--- config.mk ---
export PLATFORM = sky130hd
export DESIGN_NAME = bram_wrap_single
export DESIGN_NICKNAME = d
export VERILOG_FILES = /design/src/rtl/bram_wrap_single.sv
export SDC_FILE = /design/constraint.sdc
export NUM_CORES = 1
export LEC_CHECK = 0
export CELL_PAD_IN_SITES_DETAIL_PLACEMENT = 1
export CELL_PAD_IN_SITES_GLOBAL_PLACEMENT = 1
export CORE_MARGIN = 5
export CORE_UTILIZATION = 10
export DETAILED_ROUTE_END_ITERATION = 12
export PLACE_DENSITY = 0.95
export SYNTH_ARGS = -nofsm -noshare
export SYNTH_HDL_FRONTEND = slang
export SYNTH_SLANG_ARGS = --single-unit
export TNS_END_PERCENT = 1
--- constraint.sdc ---
create_clock -name clk -period 1.8 [get_ports clk]
set_input_delay 0.36 -clock clk [delete_from_list [all_inputs] [get_ports clk]]
set_output_delay 0.36 -clock clk [all_outputs]
set_load 0.005 [all_outputs]
--- src/rtl/bram_wrap_single.sv ---
// bram_wrap_single: single-port BRAM adapter for a req/gnt/r_valid data bus.
// Requests go to the BRAM in the same cycle, with no added register stage.
// Responses come back in order, READ_LATENCY cycles later, with no bubbles.
//
// Handshake: a request transfers on a clock edge when data_req_i and
// data_gnt_o are both high. data_gnt_o is high in every cycle outside reset,
// so this block never applies back-pressure. Each transfer produces exactly
// one data_r_valid_o pulse, READ_LATENCY cycles after its grant edge. The
// response has no ready signal, so the requester must always accept it.
module bram_wrap_single #(
  parameter int ID_WIDTH     = 2,
  parameter int ADDR_WIDTH   = 10,
  parameter int DATA_WIDTH   = 32,
  parameter int BE_WIDTH     = DATA_WIDTH / 8,
  parameter int READ_LATENCY = 1
) (
  input  logic                  clk,
  input  logic                  rst_n,
  // request side
  input  logic                  data_req_i,
  input  logic [ADDR_WIDTH-1:0] data_add_i,
  input  logic                  data_wen_i,
  input  logic [DATA_WIDTH-1:0] data_wdata_i,
  input  logic [BE_WIDTH-1:0]   data_be_i,
  output logic                  data_gnt_o,
  // response side
  output logic                  data_r_valid_o,
  output logic [DATA_WIDTH-1:0] data_r_rdata_o,
  // BRAM port A
  output logic [ADDR_WIDTH-1:0] ADDRA_o,
  output logic [DATA_WIDTH-1:0] DINA_o,
  input  logic [DATA_WIDTH-1:0] DOUTA_i,
  output logic                  ENA_o,
  output logic                  WEA_o
);

  // Pipeline depth follows the BRAM output latency. Only 1 and 2 are legal;
  // any larger value is clamped to 2. ID_WIDTH has no function in this
  // block, and the ID_WIDTH term below is always true.
  localparam int LAT = (ID_WIDTH >= 0 && READ_LATENCY >= 2) ? 2 : 1;

  logic           req_fire;
  logic [LAT-1:0] vld_q;   // per-stage response-valid flag
  logic [LAT-1:0] ld_q;    // per-stage "response belongs to a load"

  // Grant is simply "out of reset". The first request is therefore
  // accepted in the first cycle after rst_n rises.
  assign data_gnt_o = rst_n;
  assign req_fire   = data_req_i & data_gnt_o;

  // Combinational request mapping onto the BRAM port.
  // A store with no byte enables drives no write strobe, but it still
  // produces a response. Any nonzero byte enable writes the full word,
  // because the BRAM has a single write-enable bit.
  always_comb begin
    ENA_o   = req_fire;
    WEA_o   = req_fire & ~data_wen_i & (|data_be_i);
    ADDRA_o = data_add_i;
    DINA_o  = data_wdata_i;
  end

  // Response tracking pipeline: {valid, is_load} shifts once per cycle.
  // Reset clears it, so in-flight responses are dropped.
  always_ff @(posedge clk or negedge rst_n) begin
    if (!rst_n) begin
      vld_q <= '0;
      ld_q  <= '0;
    end else begin
      vld_q[0] <= req_fire;
      ld_q[0]  <= req_fire & data_wen_i;
      for (int i = 1; i < LAT; i++) begin
        vld_q[i] <= vld_q[i-1];
        ld_q[i]  <= ld_q[i-1];
      end
    end
  end

  // Response output. Load data is muxed straight from DOUTA_i so that the
  // total load latency equals the BRAM latency. The data bus reads zero for
  // store responses and in idle cycles.
  always_comb begin
    data_r_valid_o = vld_q[LAT-1];
    data_r_rdata_o = '0;
    if (vld_q[LAT-1] && ld_q[LAT-1]) data_r_rdata_o = DOUTA_i;
  end

endmodule

Yosys cells after proc, flatten, opt, wreduce, memory -nomap -nowiden
Cells that the tools add are included.
{ "word_totals": {"reg_bits": 2, "latchBits": 0, "mem_bits_rw": 0, "mem_bits_ro": 0, "in_bits": 82, "output_inout_bits": 78, "wordCells": 10, "memories": 0} }
{ "op_classes": {"n_addsub": 0, "mul": 0, "div": 0, "n_lt_le_gt_ge": 0, "n_eq_ne": 0, "shift": 0, "mux": 1, "bitwise": 5, "n_reduce_logical": 2} }
{ "ops": {"columns": ["operator", "n"], "rows": [
  ["32-bit two-way mux", 1],
  ["1-bit AND", 4],
  ["4-bit OR reduction", 1],
  ["1-bit logical AND", 1],
  ["1-bit inverter", 1]
]} }

Depth between registers and ports, before layout
Gate-level depths: netlist of the first run.
{ "depth": {"ltp_word": 3, "ltp_mapped": 2, "mapped_depth_nobuf": 2} }

Least setup slack after synthesis of the first run
No wires, ideal clock.
{ "synth_timing": {"path_kind": "register to output", "from": "register vld_q (netlist: data_r_valid_o)", "to": "output port data_r_rdata_o[10]", "arrival_ns": 0.739, "required_ns": 1.440, "slack_ns": 0.701, "path_stages_with_launch": 3, "path_buffers": 1, "cell_sequence": "dfrtp_1 -> buf_2 -> and3_1"} }
{ "synth_between": {"elab_chain_len": 2} }
{ "synth_lines": {"columns": ["element", "line", "text"], "rows": [
  ["from (decl)", "43", "logic [LAT-1:0] vld_q;"],
  ["from (signal, indexed assignment)", "72", "vld_q[i] <= vld_q[i-1];"],
  ["1-bit logical AND", "84", "if (vld_q[LAT-1] && ld_q[LAT-1]) data_r_rdata_o = DOUTA_i;"],
  ["32-bit two-way mux", "84", null],
  ["to (decl)", "28", "output logic [DATA_WIDTH-1:0] data_r_rdata_o,"]
]} }
Every way passes these cells.

Worst setup path in the final report of the first run
{ "layout_timing": {"from": "input port data_req_i", "to": "output port WEA_o"} }
{ "layout_between": {"elab_chain_len": 3} }
{ "layout_lines": {"columns": ["element", "line", "text"], "rows": [
  ["from (decl)", "20", "input logic data_req_i,"],
  ["1-bit AND", "49", "assign req_fire = data_req_i & data_gnt_o;"],
  ["1-bit AND (2 in a row)", "57", "WEA_o = req_fire & ~data_wen_i & (|data_be_i);"],
  ["to (decl)", "34", "output logic WEA_o"]
]} }
Every way passes these cells.

==> results of run 1 <==
-- cells in the mapped netlist, drive strengths merged --
library cell	instances
and3	33
and2	1
clkbuf	1
buf	48
nor4	1
dfrtp	2
nor3b	1
-- per-stage QoR --
| step | instance area, um2 | utilization (%) | setup TNS, ns | worst slack [ns] |
|---|---|---|---|---|
| global placement | 1180 | 18.9 | -0.508 | -0.240 |
| floorplan | 629 | - | 0 | 0.701 |
| finish | 1200 | 19.2 | 0 | 0.0667 |
| detailed placement | 1180 | 18.9 | -1.02 | -0.330 |
| CTS | 1190 | 19.0 | 0 | 0.00665 |
| global route | 1200 | 19.2 | 0 | 0.00870 |
-- cell type report --
type	count	area share, %
flip-flops and latches	2	4.17
multi-input cells	36	19.8
repair buffers	79	64.5
well taps	77	8.03
clock buffers	3	3.44
-- worst paths after layout --
check	endpoint	slack, ns
max in group asynchronous	data_r_valid_o$_DFF_PN0_	1.50
setup / recovery	WEA_o	0.07
min in group clk	data_r_valid_o$_DFF_PN0_	0.67
hold / removal	ld_q$_DFF_PN0_	0.21
-- metal layers --
layer,share of wire [%],global-route usage [%],vias to the layer above
li1,-,-,314
met1,25,4.29,304
met2,53,11.5,55
met3,17,2.67,20
met4,4.2,3.38,0
met5,0,0,-
-- report_power, final --
part	total (W)	internal, W	switching [W]	leakage, nW
Combinational	0.000138	0.000101	0.0000364	0.706
Sequential	0.0000491	0.0000474	0.00000167	0.0263
Clock	0.000172	0.000141	0.0000313	0.0216
-- cell families (layout without fill, tap and decap cells) --
family / after synthesis / count (layout) / share of synthesized area (%)
buf+inv: 49 / 82 / 56.1
flops: 2 / 2 / 7.95
simple gates: 36 / 36 / 36.0
-- worst max-delay path, stage by stage --
cell                              delay (ns)
sky130_fd_sc_hd__clkdlybuf4s50_1        0.47
sky130_fd_sc_hd__and2_1                 0.14
sky130_fd_sc_hd__nor3b_2                0.16
sky130_fd_sc_hd__clkdlybuf4s15_1        0.24
-- registers in the layout, indices dropped and copies added, names as in the netlist --
register,count
data_r_valid_o,1
ld_q,1
-- what timing repair did --
item | in CTS | in global routing
gates cloned | 0 | 0
pin swaps | 0 | 0
hold buffers | 0 | 0
resized for setup | 34 | 4
setup endpoints to repair | 32 | 4
==> impl_metrics.toml, run 1 <==
[yosys]
yosysUniqueCellTypes = 8
syn-cell-area_um2 = 629
synth.net_count = 169
synthesized_instance_count = 87
postSynthRegisterBits = 2
synth_area_per_cell_um2 = 7.23
synth.largest_area_cell = "sky130_fd_sc_hd__buf_4"
yosys_warnings = 0
synth_top_cell_area_share_pct = 51.3
synth_sequential_area_ratio_pct = 7.95
netlist_top_cells_area = "sky130_fd_sc_hd__buf_4, sky130_fd_sc_hd__and3_1, sky130_fd_sc_hd__dfrtp_1"

[global_route]
number_of_global_route_vias_before_repair = 732
pin_count_of_the_biggest_net_entering_global_routing = 34
grt_first_pass_wirelength_mm = 3.57
grt_usage_pct = 5.74
grt_antenna_before_repair = 0
grt_overflow = 0

[outcome]
run_status = "complete, no violations"

[power_and_ir_drop]
p_leak_nw = 0.754
finalPower_w = 0.000359
cellPowerDensity_mw_per_mm2 = 299
vdd_drop_max_mv = 0.293

[clock_tree]
cts_tree = "yes"
cts-root-buf = "sky130_fd_sc_hd__clkbuf_8"
clock_slew_seen_by_the_registers_of_the_worst_setup_and_hold_paths_ns = 0.03
cts_max_level = 1
clock_sinks = 2
cts-root-to-sink-buffers = 2
number_of_cts_inserted_buffers = 3
cts_setup_buffers = 0

[timing]
tightestPinTransition_ns = 0.241
max_slew_margin_pct = 83.8
hold_slack_ns = 0.209
fin_crit_sh_pct = 96.3
timing.final.crit_period_ns = 1.73
grt_setup_unrepaired = "false"
final-setup-viol-count = 0
finalHoldViolations = 0
finalMaxSlewViolations = 0
max_clock_freq_ghz = 0.577

[floorplan]
dieArea_mm2 = 0.00798
initial_core_util_pct = 10.1
die_h_um = 89.3
number_of_top_level_pins = 160
rows = 29
coreArea_mm2 = 0.00624
die_w_um = 89.3

[setup_path]
crit_type = "in -> out"
setup.worst_path.start = "data_req_i"
critPathLaunchType = "primary input"
required_worst_endpoint_ns = 1.44
setup.worst_path.end_class = "output port"
worst-endpoint-arrival_ns = 1.37
worstPathMaxFanout = 2

[routing]
drc = 0
route.final.wire_length_mm = 2.65
drt-pass1-iter-count = 4
post_drt_wl_per_cell_um = 13.4
viasPerCell = 3.52
drt.antenna.violating_nets = 0
detail_route.iter0.violations = 24
total_via_count_after_detailed_routing = 693

[layout]
area_taken_by_multi_input_logic_gates_um2 = 238
layout.cells.most_common_list = "sky130_fd_sc_hd__clkdlybuf4s50_1, sky130_fd_sc_hd__and3_1, sky130_fd_sc_hd__dlygate4sd2_1, sky130_fd_sc_hd__clkbuf_8, sky130_fd_sc_hd__dlymetal6s2s_1"
ff_latch_area_um2 = 50.0
fillers = 758
flow.area_growth_from_synthesis_pct = 90.7
final_layout_size_suffix_gt1_share_pct = 7.50
layout.cells.most_common = "sky130_fd_sc_hd__clkdlybuf4s50_1"
total_nets_final = 204
antenna-diode-count = 0
post_layout_nonfiller_instances = 197

[place]
gp_weighted_congestion = 0.599
place.detailed.hpwl_mm = 2.21
numPortBuffers = 75
cell_total_after_placement = 194

[run]
drv_cap = 0

[hold_path]
worst_hold_path_type = "in -> async"
Power figures use the tool's default switching activity.
==> inputs of run 2 (changes only) <==
--- a/config.mk
+++ b/config.mk
@@ -7,10 +7,11 @@
 export LEC_CHECK = 0
 export CELL_PAD_IN_SITES_DETAIL_PLACEMENT = 1
 export CELL_PAD_IN_SITES_GLOBAL_PLACEMENT = 1
-export CORE_MARGIN = 5
 export CORE_UTILIZATION = 10
+export CTS_CLUSTER_DIAMETER = 40
 export DETAILED_ROUTE_END_ITERATION = 12
 export PLACE_DENSITY = 0.95
+export SLEW_MARGIN = 20
 export SYNTH_ARGS = -nofsm -noshare
 export SYNTH_HDL_FRONTEND = slang
 export SYNTH_SLANG_ARGS = --single-unit
==> run 2 against run 1 <==
Wire length is 9.7% lower. Sequential power hardly changed. Combinational power hardly changed. Sequential share of layout area hardly changed. Die area is 17% lower. Clock power hardly changed.
==> impl_metrics.toml, run 2 (synthesis results as in run 1) <==
[floorplan]
number_of_top_level_pins = 160
rows = 28
dieArea_mm2 = 0.00661
initial_core_util_pct = 10.5
die_w_um = 81.3
coreArea_mm2 = 0.00599
die_h_um = 81.3

[clock_tree]
clock_slew_seen_by_the_registers_of_the_worst_setup_and_hold_paths_ns = 0.03
cts-root-buf = "sky130_fd_sc_hd__clkbuf_8"
cts-root-to-sink-buffers = 2
cts_max_level = 1
cts_tree = "yes"
clock_sinks = 2
number_of_cts_inserted_buffers = 3

[routing]
route.final.wire_length_mm = 2.39
total_via_count_after_detailed_routing = 696
drc = 0
drt-pass1-iter-count = 4
detail_route.iter0.violations = 17
maxUsedRoutingLayer = "met4"
met2WireLength_mm = 1.16
viasPerCell = 3.59
detailroute.wirelength.met3_um = 288
post_drt_wl_per_cell_um = 12.3
drt.antenna.violating_nets = 0
route.layer.met1.wl_um = 832

[timing]
grt_setup_unrepaired = "true"
max_slew_margin_pct = 84.3
final-setup-viol-count = 0
finalHoldViolations = 0
fin_crit_sh_pct = 98.2
max_clock_freq_ghz = 0.566
timing.final.crit_period_ns = 1.77
tightestPinTransition_ns = 0.233
finalMaxSlewViolations = 0

[layout]
layout.cells.most_common_list = "sky130_fd_sc_hd__clkdlybuf4s50_1, sky130_fd_sc_hd__and3_1, sky130_fd_sc_hd__dlygate4sd2_1, sky130_fd_sc_hd__dlymetal6s2s_1, sky130_fd_sc_hd__clkbuf_8"
final_layout_size_suffix_gt1_share_pct = 5.88
stdcell_area_mm2 = 0.00120
antenna-diode-count = 0
total_nets_final = 203
flow.area_growth_from_synthesis_pct = 90.5
layout.cells.most_common = "sky130_fd_sc_hd__clkdlybuf4s50_1"

[place]
numPortBuffers = 75
place.detailed.hpwl_mm = 1.91
detailed_place.area_mm2 = 0.00117
gp_weighted_congestion = 0.565

[setup_path]
setup.worst_path.end_class = "output port"
worst-endpoint-arrival_ns = 1.41
critPathLaunchType = "primary input"
worstPathMaxFanout = 1
critical_path.cell_chain = "clkdlybuf4s50_1, nor4_2, nor3b_1, dlygate4sd2_1"
crit_type = "in -> out"
slowest_cell_on_the_critical_path = "sky130_fd_sc_hd__clkdlybuf4s50_1"
required_worst_endpoint_ns = 1.44
max_stage_delay_ns = 0.41

[global_route]
grt_overflow = 0
grt_first_pass_wirelength_mm = 3.18
number_of_global_route_vias_before_repair = 693
pin_count_of_the_biggest_net_entering_global_routing = 34
grt_antenna_before_repair = 0
grt_usage_pct = 6.16

[power_and_ir_drop]
finalPower_w = 0.000357
vdd_drop_max_mv = 0.378
p_leak_nw = 0.805
cellPowerDensity_mw_per_mm2 = 298

[outcome]
run_status = "complete, no violations"

[run]
drv_cap = 0

[hold_path]
worst_hold_path_type = "in -> async"
-- run 2: cell types whose count changed in the layout (fill, tap and decap cells not counted) --
cell and delta:
sky130_fd_sc_hd__nor3b_1 +1, sky130_fd_sc_hd__clkdlybuf4s15_1 -1, sky130_fd_sc_hd__dlymetal6s2s_1 +4, sky130_fd_sc_hd__nor3b_2 -1, sky130_fd_sc_hd__dlygate4sd2_1 -3, sky130_fd_sc_hd__buf_4 -1
-- run 2: power breakdown --
| part | internal [W] | leakage, nW | switching (W) |
|---|---|---|---|
| registers | 0.0000474 | 0.0263 | 0.00000175 |
| clock network | 0.000141 | 0.0216 | 0.0000322 |
| logic | 0.0000995 | 0.757 | 0.0000355 |
-- run 2: final cells by class --
cell class | count | area (um2)
fillers | 707 | 4790
repair buffers | 78 | 781
multi-input cells | 36 | 233
well taps | 75 | 93.8
flip-flops and latches | 2 | 50.0
clock buffers | 3 | 41.3
-- run 2: through the flow --
step / cells / TNS [ns] / hold slack [ns] / util [%] / setup WS [ns]
after detailed placement: 191 / -1.16 / 0.584 / 19.5 / -0.396
after global placement: 191 / -0.839 / 0.582 / 19.5 / -0.400
final: 194 / 0 / 0.0922 / 20.0 / 0.0319
after global routing: 194 / -0.0308 / 0.107 / 20.0 / -0.0308
after CTS: 194 / 0 / 0.0965 / 19.7 / 0.00156
after floorplan: 87 / 0 / 0.0644 / - / 0.701
-- run 2: critical path: cells and delay by family --
kind,cells,cell delay (ns)
buffers and inverters,2,0.67
AND/OR/NAND/NOR,2,0.38
-- run 2: repair_timing --
action / in CTS / in global routing
setup buffers: 0 / 0
gates resized for setup: 29 / 7
hold buffers: 0 / 0
endpoints found under the hold margin: 0 / 0
endpoints found under the setup margin: 28 / 8
pin swaps: 1 / 0
-- run 2: worst max path at each step --
stage	startpoint	endpoint	slack, ns	cells after the start
5_1_grt	data_req_i	WEA_o	-0.03	4
4_1_cts	DOUTA_i[23]	data_r_rdata_o[23]	0.002	3
6_report	data_be_i[2]	WEA_o	0.03	4
3_3_place_gp	rst_n	WEA_o	-0.40	4
2_1_floorplan	data_r_valid_o$_DFF_PN0_	data_r_rdata_o[10]	0.70	2
3_5_place_dp	rst_n	WEA_o	-0.40	4
-- run 2: routing by layer --
metal | vias to the layer above | GRT usage (%)
met2 | 46 | 11.8
met4 | 0 | 4.46
met5 | - | 0
met3 | 22 | 1.12
li1 | 312 | -
met1 | 316 | 5.75
